$ cat src/rtl/oprom_pkg.sv
// ----------------------------------------------------------------------------
// oprom_pkg -- shared definitions for the two-port ROM read arbiter.
//   OPROM_ADDR_W      : default ROM word-address width
//   OPROM_DATA_W      : default ROM data width
//   OPROM_INIT_CYCLES : default cycles the ROM is held in reset after reset_n
//   oprom_state_t     : arbiter FSM state (ST_INIT while the ROM initialises,
//                       ST_READY afterwards)
// ----------------------------------------------------------------------------
package oprom_pkg;

  localparam int OPROM_ADDR_W      = 3;
  localparam int OPROM_DATA_W      = 8;
  localparam int OPROM_INIT_CYCLES = 2;

  typedef enum logic {
    ST_INIT  = 1'b0,
    ST_READY = 1'b1
  } oprom_state_t;

endpackage : oprom_pkg

$ cat src/rtl/oprom_arb_pick.sv
// ----------------------------------------------------------------------------
// oprom_arb_pick -- two-way arbitration decision (purely combinational).
//   i_req [1:0] : requests, bit 0 = requester 0, bit 1 = requester 1
//   i_ptr       : requester that has priority on a collision
//   o_gnt [1:0] : one-hot (or zero) grant
// A lone request always wins regardless of i_ptr; i_ptr only matters when
// both requesters ask in the same cycle.
// ----------------------------------------------------------------------------
module oprom_arb_pick (
  input  logic [1:0] i_req,
  input  logic       i_ptr,
  output logic [1:0] o_gnt
);

  always_comb begin
    o_gnt = 2'b00;
    if (i_ptr) begin
      if (i_req[1])      o_gnt = 2'b10;
      else if (i_req[0]) o_gnt = 2'b01;
    end else begin
      if (i_req[0])      o_gnt = 2'b01;
      else if (i_req[1]) o_gnt = 2'b10;
    end
  end

endmodule : oprom_arb_pick

$ cat src/rtl/oprom_arb.sv
// ----------------------------------------------------------------------------
// oprom_arb -- shares one single-port ROM between two read requesters.
//
// After reset_n is released the ROM is held in synchronous reset for
// INIT_CYCLES cycles (INIT), then the block accepts one read per cycle
// (READY). Grants are combinational from the requests so a requester can be
// serviced every cycle; the ROM answers one cycle later and the matching
// rvalidX marks the shared rdata bus.
//
// Arbitration policy is selected at build time:
//   OPROM_ARB_RR_EN defined   : round-robin, the requester not granted last
//                               wins a collision
//   OPROM_ARB_RR_EN undefined : fixed priority, requester 0 always wins
//
// Parameters: ADDR_W (ROM word address), DATA_W (ROM data), INIT_CYCLES (>=1)
// Ports:
//   clk, reset_n            clock, async active-low reset
//   req0/1, addr0/1         read requests and word addresses
//   gnt0/1                  request accepted this cycle
//   rvalid0/1, rdata        read response (rdata shared, held between reads)
//   rom_ce, rom_oce,        ROM clock enable, output enable (tied 1),
//   rom_reset, rom_ad       synchronous reset and word address
//   rom_dout                ROM data, valid the cycle after a rom_ce edge
// ----------------------------------------------------------------------------
module oprom_arb
  import oprom_pkg::*;
#(
  parameter int ADDR_W      = OPROM_ADDR_W,
  parameter int DATA_W      = OPROM_DATA_W,
  parameter int INIT_CYCLES = OPROM_INIT_CYCLES
) (
  input  logic              clk,
  input  logic              reset_n,
  input  logic              req0,
  input  logic              req1,
  input  logic [ADDR_W-1:0] addr0,
  input  logic [ADDR_W-1:0] addr1,
  output logic              gnt0,
  output logic              gnt1,
  output logic              rvalid0,
  output logic              rvalid1,
  output logic [DATA_W-1:0] rdata,
  output logic              rom_ce,
  output logic              rom_oce,
  output logic              rom_reset,
  output logic [ADDR_W-1:0] rom_ad,
  input  logic [DATA_W-1:0] rom_dout
);

  // Counter runs 0..INIT_LAST while in INIT; the FSM leaves INIT on the edge
  // where the counter reaches INIT_LAST, giving exactly INIT_CYCLES cycles.
  localparam int INIT_LAST = (INIT_CYCLES > 0) ? INIT_CYCLES - 1 : 0;
  localparam int CNT_W     = (INIT_CYCLES > 1) ? $clog2(INIT_CYCLES) : 1;

  oprom_state_t      r_state;
  logic [CNT_W-1:0]  r_init_cnt;
  logic              r_rom_reset;
  logic              r_rvalid0;
  logic              r_rvalid1;
  logic [DATA_W-1:0] r_rdata;

  logic              w_ready;
  logic [1:0]        w_req;
  logic [1:0]        w_gnt;
  logic              w_ptr;

  // --------------------------------------------------------------------------
  // INIT -> READY sequencer; rom_reset is registered alongside the state.
  // --------------------------------------------------------------------------
  always_ff @(posedge clk or negedge reset_n) begin
    if (!reset_n) begin
      r_state     <= ST_INIT;
      r_init_cnt  <= '0;
      r_rom_reset <= 1'b1;
    end else begin
      case (r_state)
        ST_INIT: begin
          if (r_init_cnt == CNT_W'(INIT_LAST)) begin
            r_state     <= ST_READY;
            r_rom_reset <= 1'b0;
          end else begin
            r_init_cnt  <= r_init_cnt + CNT_W'(1);
          end
        end
        ST_READY: begin
          r_rom_reset <= 1'b0;
        end
        default: begin
          r_state     <= ST_INIT;
          r_rom_reset <= 1'b1;
        end
      endcase
    end
  end

  assign w_ready = (r_state == ST_READY);

  // Requests are masked in INIT so no grant (and no ROM access) can occur
  // while the ROM is still in reset.
  assign w_req = {req1, req0} & {2{w_ready}};

  // --------------------------------------------------------------------------
  // Arbitration pointer: names the requester that wins the next collision.
  // --------------------------------------------------------------------------
`ifdef OPROM_ARB_RR_EN
  logic r_ptr;

  // Only a grant moves the pointer; the winner drops to lowest priority.
  always_ff @(posedge clk or negedge reset_n) begin
    if (!reset_n) begin
      r_ptr <= 1'b0;
    end else if (w_gnt[0]) begin
      r_ptr <= 1'b1;
    end else if (w_gnt[1]) begin
      r_ptr <= 1'b0;
    end
  end

  assign w_ptr = r_ptr;
`else
  assign w_ptr = 1'b0;
`endif

  oprom_arb_pick u_pick (
    .i_req (w_req),
    .i_ptr (w_ptr),
    .o_gnt (w_gnt)
  );

  assign gnt0    = w_gnt[0];
  assign gnt1    = w_gnt[1];
  assign rom_ce  = w_gnt[0] | w_gnt[1];
  assign rom_oce = 1'b1;
  assign rom_ad  = w_gnt[0] ? addr0 :
                   w_gnt[1] ? addr1 : '0;
  assign rom_reset = r_rom_reset;

  // --------------------------------------------------------------------------
  // Response path: rvalid is the grant delayed by one cycle, matching the
  // ROM latency. rdata passes rom_dout through while valid and otherwise
  // replays the last valid word from r_rdata.
  // --------------------------------------------------------------------------
  always_ff @(posedge clk or negedge reset_n) begin
    if (!reset_n) begin
      r_rvalid0 <= 1'b0;
      r_rvalid1 <= 1'b0;
    end else begin
      r_rvalid0 <= w_gnt[0];
      r_rvalid1 <= w_gnt[1];
    end
  end

  always_ff @(posedge clk or negedge reset_n) begin
    if (!reset_n) begin
      r_rdata <= '0;
    end else if (r_rvalid0 | r_rvalid1) begin
      r_rdata <= rom_dout;
    end
  end

  assign rvalid0 = r_rvalid0;
  assign rvalid1 = r_rvalid1;
  assign rdata   = (r_rvalid0 | r_rvalid1) ? rom_dout : r_rdata;

endmodule : oprom_arb

$ cat config.mk
export PLATFORM = sky130hd
export DESIGN_NAME = oprom_arb
export DESIGN_NICKNAME = d
export VERILOG_FILES = /design/src/rtl/oprom_pkg.sv /design/src/rtl/oprom_arb_pick.sv /design/src/rtl/oprom_arb.sv
export SDC_FILE = /design/constraint.sdc
export NUM_CORES = 1
export LEC_CHECK = 0
export ABC_AREA = 1
export BUFFER_PORTS_ARGS = -buffer_cell sky130_fd_sc_hd__buf_2
export CAP_MARGIN = 20
export CORE_MARGIN = 2
export CORE_UTILIZATION = 41
export CTS_BUF_LIST = sky130_fd_sc_hd__clkbuf_8
export DETAILED_ROUTE_END_ITERATION = 8
export PLACE_DENSITY = 0.85
export SLEW_MARGIN = 10
export SYNTH_ARGS = -nofsm -noshare
export SYNTH_HDL_FRONTEND = slang
export SYNTH_SLANG_ARGS = --single-unit
export TNS_END_PERCENT = 50
$ cat constraint.sdc
create_clock -name clk -period 0.9 [get_ports clk]
set_input_delay 0 -clock clk [delete_from_list [all_inputs] [get_ports clk]]
set_output_delay 0 -clock clk [all_outputs]
set_load 0.01 [all_outputs]
==> results of run 1 <==
==> final cells by class <==
class,count,share of cell area [%]
clock buffers,3,4.18
clock inverters,1,0.380
inverters,6,2.53
multi-input cells,41,23.3
flip-flops and latches,13,33.5
well taps,15,1.90
repair buffers,49,34.2
==> what timing repair did <==
action | in CTS | in global routing
resized for setup | 21 | 15
hold endpoints to repair | 14 | 0
endpoints found under the setup margin | 19 | 26
buffers inserted | 12 | 3
hold buffers | 1 | 0
pin swaps | 17 | 15
==> Yosys cell counts, drive strengths merged <==
cell type / n
a21oi: 1
buf: 1
conb: 1
dfrtp: 12
dfstp: 1
inv: 6
nand2: 25
nand4: 3
nor2: 2
nor3: 1
o21ai: 8
==> worst min-delay path, delay by kind of cell <==
kind	cells	cell delay, ns
buffers and inverters	1	0.08
and+or+nand+nor	1	0.06
AOI/OAI and AO/OA	1	0.04
==> power groups by stage <==
stage / sequential (mW) / combinational (mW) / clock (mW)
after global routing: 0.649 / 0.362 / 0.530
after global placement: 0.656 / 0.207 / 0
after CTS: 0.645 / 0.295 / 0.493
final: 0.645 / 0.331 / 0.488
after floorplan: 0.654 / 0.0996 / 0
after detailed placement: 0.657 / 0.212 / 0
==> stage by stage <==
step,hold WS (ns),std cells,utilization (%)
global placement,-0.107,109,57.3
floorplan,-0.296,61,-
global route,0.00526,128,77.8
CTS,-0.00570,126,72.0
detailed placement,-0.0983,109,57.3
finish,-0.00716,128,77.8
==> logic make-up after synthesis <==
logic type,count (synthesis)
simple gates,31
flops,13
compound gates,9
buf+inv,7
other cells,1
==> registers in the layout, indices dropped and copies added (netlist names) <==
name	count
r_rdata	8
r_state	1
rvalid1	1
rvalid0	1
r_init_cnt	1
rom_reset	1
==> metal layers <==
layer / GRT usage (%) / vias to the layer above
li1: - / 297
met1: 27.0 / 266
met2: 32.7 / 32
met3: 3.33 / 0
met4: 2.50 / 0
met5: 0 / -
==> worst max-delay path by stage <==
stage               slack (ns)  depth (start not counted)          to  startpoint
floorplan                0.007                          3  r_rdata[0]     rvalid1
CTS                      -0.27                          4    rdata[7]     rvalid1
finish                   -0.28                          4    rdata[7]     rvalid1
detailed placement       -0.06                          4    rdata[1]     rvalid1
global route             -0.35                          4    rdata[5]     rvalid1
global placement         -0.03                          4    rdata[1]     rvalid1
==> results.yml, run 1 <==
yosys:
  synth_fa_ha_area_share_pct: 0
  yosys_warnings: 0
  synthTopCellsByArea: "dfrtp_1 56%, nand2_1 17%, o21ai_0 7.4%"
  synthDistinctLibCells: 12
  syn_nets: 79
  synth_compound_area_share_pct: 8.37
  synth_top_family_by_area: "simple AND/OR/NAND/NOR gates"
  avgSynthCellArea_sq_um: 8.82
  synth-xor-area-share_pct: 0
  yosys.area.top_type: "dfrtp_1"
  synth_top_cell_area_share_pct: 55.8
  synth_area_sq_um: 538
  netlist_instances: 61
  synth-simple-area-share_pct: 24.7
  ys_seq_area_share_pct: 60.7
  ys_seq_elements: 13
  synth_mux_area_share_pct: 0
pwr:
  internal_power_mw: 1.09
  p_sw_uw: 371
  leakage_nw: 0.541
  ir_worst_vdd_v: 0.00124
  p_total_mw: 1.46
  p_per_area_nw_per_um2: 1480
  power_frac_comb_pct: 22.6
  p_sw_share_pct: 25.3
  p_seq_share_pct: 44.0
  clkPwrFrac_pct: 33.3
floorplanning:
  row_count: 13
  num_io_pins: 36
  fp.coreArea_sq_um: 1270
  die-area_sq_um: 1620
  chipHeight_um: 40.2
  start_util_pct: 42.4
  die_w_um: 40.2
critical_path:
  worstSetupPathType: "reg2out"
  cp.arrival_ns: 1.18
  end_kind: "output pin"
  crit_family: "flip-flops"
  timing.rr.end: "r_rdata[2]"
  crit_path_start_kind: "flip-flop"
  r2r-start: "rvalid1"
  crit_chain: "buf_6, o21ai_2, nand2_1, buf_2"
  cp.required_ns: 0.90
  reg2regPathDepth: 5
  rrSetupSlack_ns: -0.25
  path_buf_inv: 2
  cp_slowest_stage_delay_ns: 0.45
  crit_path_top_delay_cell: "dfrtp_2"
  cp_max_fo: 5
clock_tree:
  numCtsBuffers: 3
  cts.path.max_buffers: 2
  cts_tree: "built"
  numClockSinks: 13
  cts_root_buffer: "clkbuf_8"
  clk_pin_slew_ns: 0.05
  clock_latency_ns: 0.24
  cts.htree.levels: 1
placed_design:
  io_buffers: 34
  placed_cell_area_sq_um: 727
  dp_hpwl_um: 926
  gp_congestion: 0.635
  dp_slack_ns: -0.0573
finish:
  multi_input_area_sq_um: 230
  drive_above_1_share_pct: 61.9
  nets: 132
  final_cell_mix: "30 x buf_2, 22 x nand2_1, 9 x dfrtp_1, 9 x buf_4, 8 x buf_6"
  nFillCells: 96
  final_common_cell: "buf_2"
  areaGrowthSynthToFinish_pct: 83.5
  final_area_sq_um: 987
  insertedDiodeCount: 0
  regArea_sq_um: 330
min_path:
  min_to: "r_rdata[5]"
  holdCritStartpoint: "rom_dout[5]"
  min_path_cells: 3
  hold_class: "in2reg"
sta:
  whs_ns: -0.00716
  fin_tns_setup_ns: -3.73
  slew_violations: 0
  period_needed_ns: 1.18
  fin_skew_ns: 0.000731
  fin_crit_sh_pct: 131
  final_hold_viol_count: 4
  fin_ws_ns: -0.283
  max_freq_mhz: 845
  setup_viol: 25
  rsz0062_at_grt: "yes"
global_routing:
  grt_pass1_vias: 511
  track_usage_pct: 19.4
  grt_max_degree: 14
  antenna_found_initial: 0
  grt_pass1_wl_mm: 2.10
  grt_overflow_total: 0
route:
  dr.pass1.iters: 2
  wl_met2_um: 799
  wl_met1_um: 624
  drt-total-wl_mm: 1.53
  viasPerCell: 4.65
  top_layer_used: "met3"
  detail-route-antenna-nets: 0
  wl_met3_um: 102
  drc_errors: 0
  wl_per_cell_um: 11.9
  drtIter0Drc: 3
  num_vias: 595
run_status:
  violations: "hold timing, setup timing"
  run_status: "complete, but fails checks"
job:
  max-cap-violations: 0
(Power assumes the default switching activity.)
==> run 2, diff against run 1 <==
Settings changed: CORE_UTILIZATION 41 to 42, PLACE_DENSITY 0.85 to 0.8, SYNTH_HIERARCHICAL set to 1.
==> results.yml, run 2 <==
placed_design:
  placed_cell_area_sq_um: 791
  dp_hpwl_um: 889
  dp_slack_ns: -0.135
  dpl.cell_count: 118
  gp_congestion: 0.622
  io_buffers: 34
floorplanning:
  fp.coreArea_sq_um: 1270
  die_w_um: 40.4
  num_io_pins: 36
  chipHeight_um: 40.4
  die-area_sq_um: 1630
  row_count: 13
  start_util_pct: 43.9
clock_tree:
  clock_latency_ns: 0.23
  cts_root_buffer: "clkbuf_8"
  clk_pin_slew_ns: 0.05
  cts.path.max_buffers: 2
  numClockSinks: 13
  cts.htree.levels: 1
  numCtsBuffers: 3
  cts_tree: "built"
pwr:
  p_per_area_nw_per_um2: 1490
  p_seq_share_pct: 39.8
  clkPwrFrac_pct: 29.0
  leakage_nw: 0.588
  internal_power_mw: 1.22
  ir_worst_vdd_v: 0.00126
  p_total_mw: 1.66
  p_sw_uw: 444
  p_sw_share_pct: 26.7
  power_frac_comb_pct: 31.3
critical_path:
  timing.rr.end: "r_rdata[7]"
  end_kind: "output pin"
  cp.arrival_ns: 1.31
  worstSetupPathType: "reg2out"
  reg2regPathDepth: 5
  rrSetupSlack_ns: -0.27
  cp_max_fo: 6
  crit_path_start_kind: "flip-flop"
  cp.required_ns: 0.90
  r2r-start: "rvalid0"
global_routing:
  grt_pass1_vias: 531
  track_usage_pct: 20.1
  grt_max_degree: 14
  grt_overflow_total: 0
  grt_pass1_wl_mm: 2.13
  antenna_found_initial: 0
finish:
  fin_cells: 137
  nFillCells: 61
  nets: 141
  final_area_sq_um: 1120
  fin_util_pct: 88.3
  final_cell_mix: "21 x buf_2, 21 x buf_6, 18 x nand2_1"
  multi_input_area_sq_um: 285
  insertedDiodeCount: 0
  regArea_sq_um: 329
  areaGrowthSynthToFinish_pct: 101
  drive_above_1_share_pct: 65.6
  largest_reg_flops: 8
  top_register: "r_rdata"
sta:
  fin_tns_setup_ns: -6.15
  whs_ns: -0.0131
  setup_viol: 26
  slew_violations: 0
  period_needed_ns: 1.31
  rsz0062_at_grt: "yes"
  fin_skew_ns: 0.00436
  fin_crit_sh_pct: 146
  max_freq_mhz: 761
  final_hold_viol_count: 1
  fin_ws_ns: -0.414
route:
  drt-total-wl_mm: 1.71
  detail-route-antenna-nets: 0
  drtIter0Drc: 1
  viasPerCell: 4.55
  dr.pass1.iters: 2
  num_vias: 623
  drc_errors: 0
  wl_per_cell_um: 12.5
yosys:
  yosys_warnings: 6
  yosysMostFrequentCell: "nand2_1"
  synthDistinctLibCells: 13
  avgSynthCellArea_sq_um: 8.44
  synthTopCellsByCount: "28 x nand2_1, 12 x dfrtp_1, 8 x o21ai_0, 6 x inv_1, 3 x nand3_1"
  netlist_instances: 66
  ys_seq_area_share_pct: 58.7
  synthTopCellsByArea: "dfrtp_1 54%, nand2_1 19%, o21ai_0 7.2%"
  ys_seq_elements: 13
  async_flop_share_pct: 100
  synth_top_cell_area_share_pct: 53.9
  synth_ff_type: "dfrtp_1"
  synth_edf_count: 0
  synth_area_sq_um: 557
  yosys.area.top_type: "dfrtp_1"
min_path:
  min_path_cells: 3
  holdCritStartpoint: "rom_dout[6]"
  min_to: "r_rdata[6]"
  hold_class: "in2reg"
run_status:
  violations: "hold timing, setup timing"
  run_status: "complete, but fails checks"
job:
  max-cap-violations: 0
[run 2: cell count changes in the layout (fill, tap and decap cells not counted), moves of 2 or more]
cell,previous run,this run
o21ai_2,7,3
inv_2,1,3
o21ai_1,1,4
nand2_1,22,18
buf_6,8,21
buf_2,30,21
conb_1,1,3
nand3_2,0,3
nand4_1,3,0
nand2_2,3,9
[run 2: how the worst max path moves through the flow]
stage / start / endpoint / slack, ns / cells after the start
floorplan: r_state / rom_ce / -0.01 / 5
global placement: r_state / rom_ce / -0.10 / 7
detailed placement: r_state / rom_ce / -0.13 / 7
CTS: r_state / rom_ad[1] / -0.38 / 8
global route: r_state / rom_ad[0] / -0.51 / 8
finish: r_state / rom_ce / -0.41 / 7
[run 2: layout make-up]
class | count | area share, %
repair buffers | 52 | 37.4
clock inverters | 1 | 0.335
flip-flops and latches | 13 | 29.4
multi-input cells | 47 | 25.5
inverters | 6 | 2.01
clock buffers | 3 | 3.69
well taps | 15 | 1.68
[run 2: worst max-delay path, stage by stage, from the launching register on]
cell     delay (ns)
dfrtp_1        0.37
nand2_1        0.06
inv_1          0.06
inv_2          0.05
nand2_2        0.08
nand2_4        0.08
or2_4          0.26
buf_6          0.12
[run 2: cell families after synthesis]
| family | synth area share (%) |
|---|---|
| flip-flops | 58.7 |
| AND/OR/NAND/NOR | 26.5 |
| other | 1.35 |
| buffers and inverters | 5.39 |
| AO/OA/AOI/OAI | 8.09 |
[run 2: power by group through the flow]
stage / sequential (mW) / combinational [mW] / clock (mW)
floorplan: 0.668 / 0.145 / 0
global placement: 0.669 / 0.275 / 0
detailed placement: 0.671 / 0.282 / 0
CTS: 0.658 / 0.415 / 0.493
global route: 0.664 / 0.561 / 0.530
finish: 0.661 / 0.520 / 0.482
[run 2: layer usage]
layer | vias up | part of all wire, % | global-route usage, %
li1 | 313 | - | -
met1 | 284 | 37 | 20.7
met2 | 26 | 59 | 40.5
met3 | 0 | 4.6 | 3.33
met4 | 0 | 0 | 5.00
met5 | - | 0 | 0
[run 2: timing repair]
item / CTS / global route
setup endpoints to repair: 23 / 27
hold endpoints to repair: 15 / 0
pin swaps: 16 / 10
resized for setup: 29 / 18
setup buffers: 10 / 4
hold buffers: 1 / 0
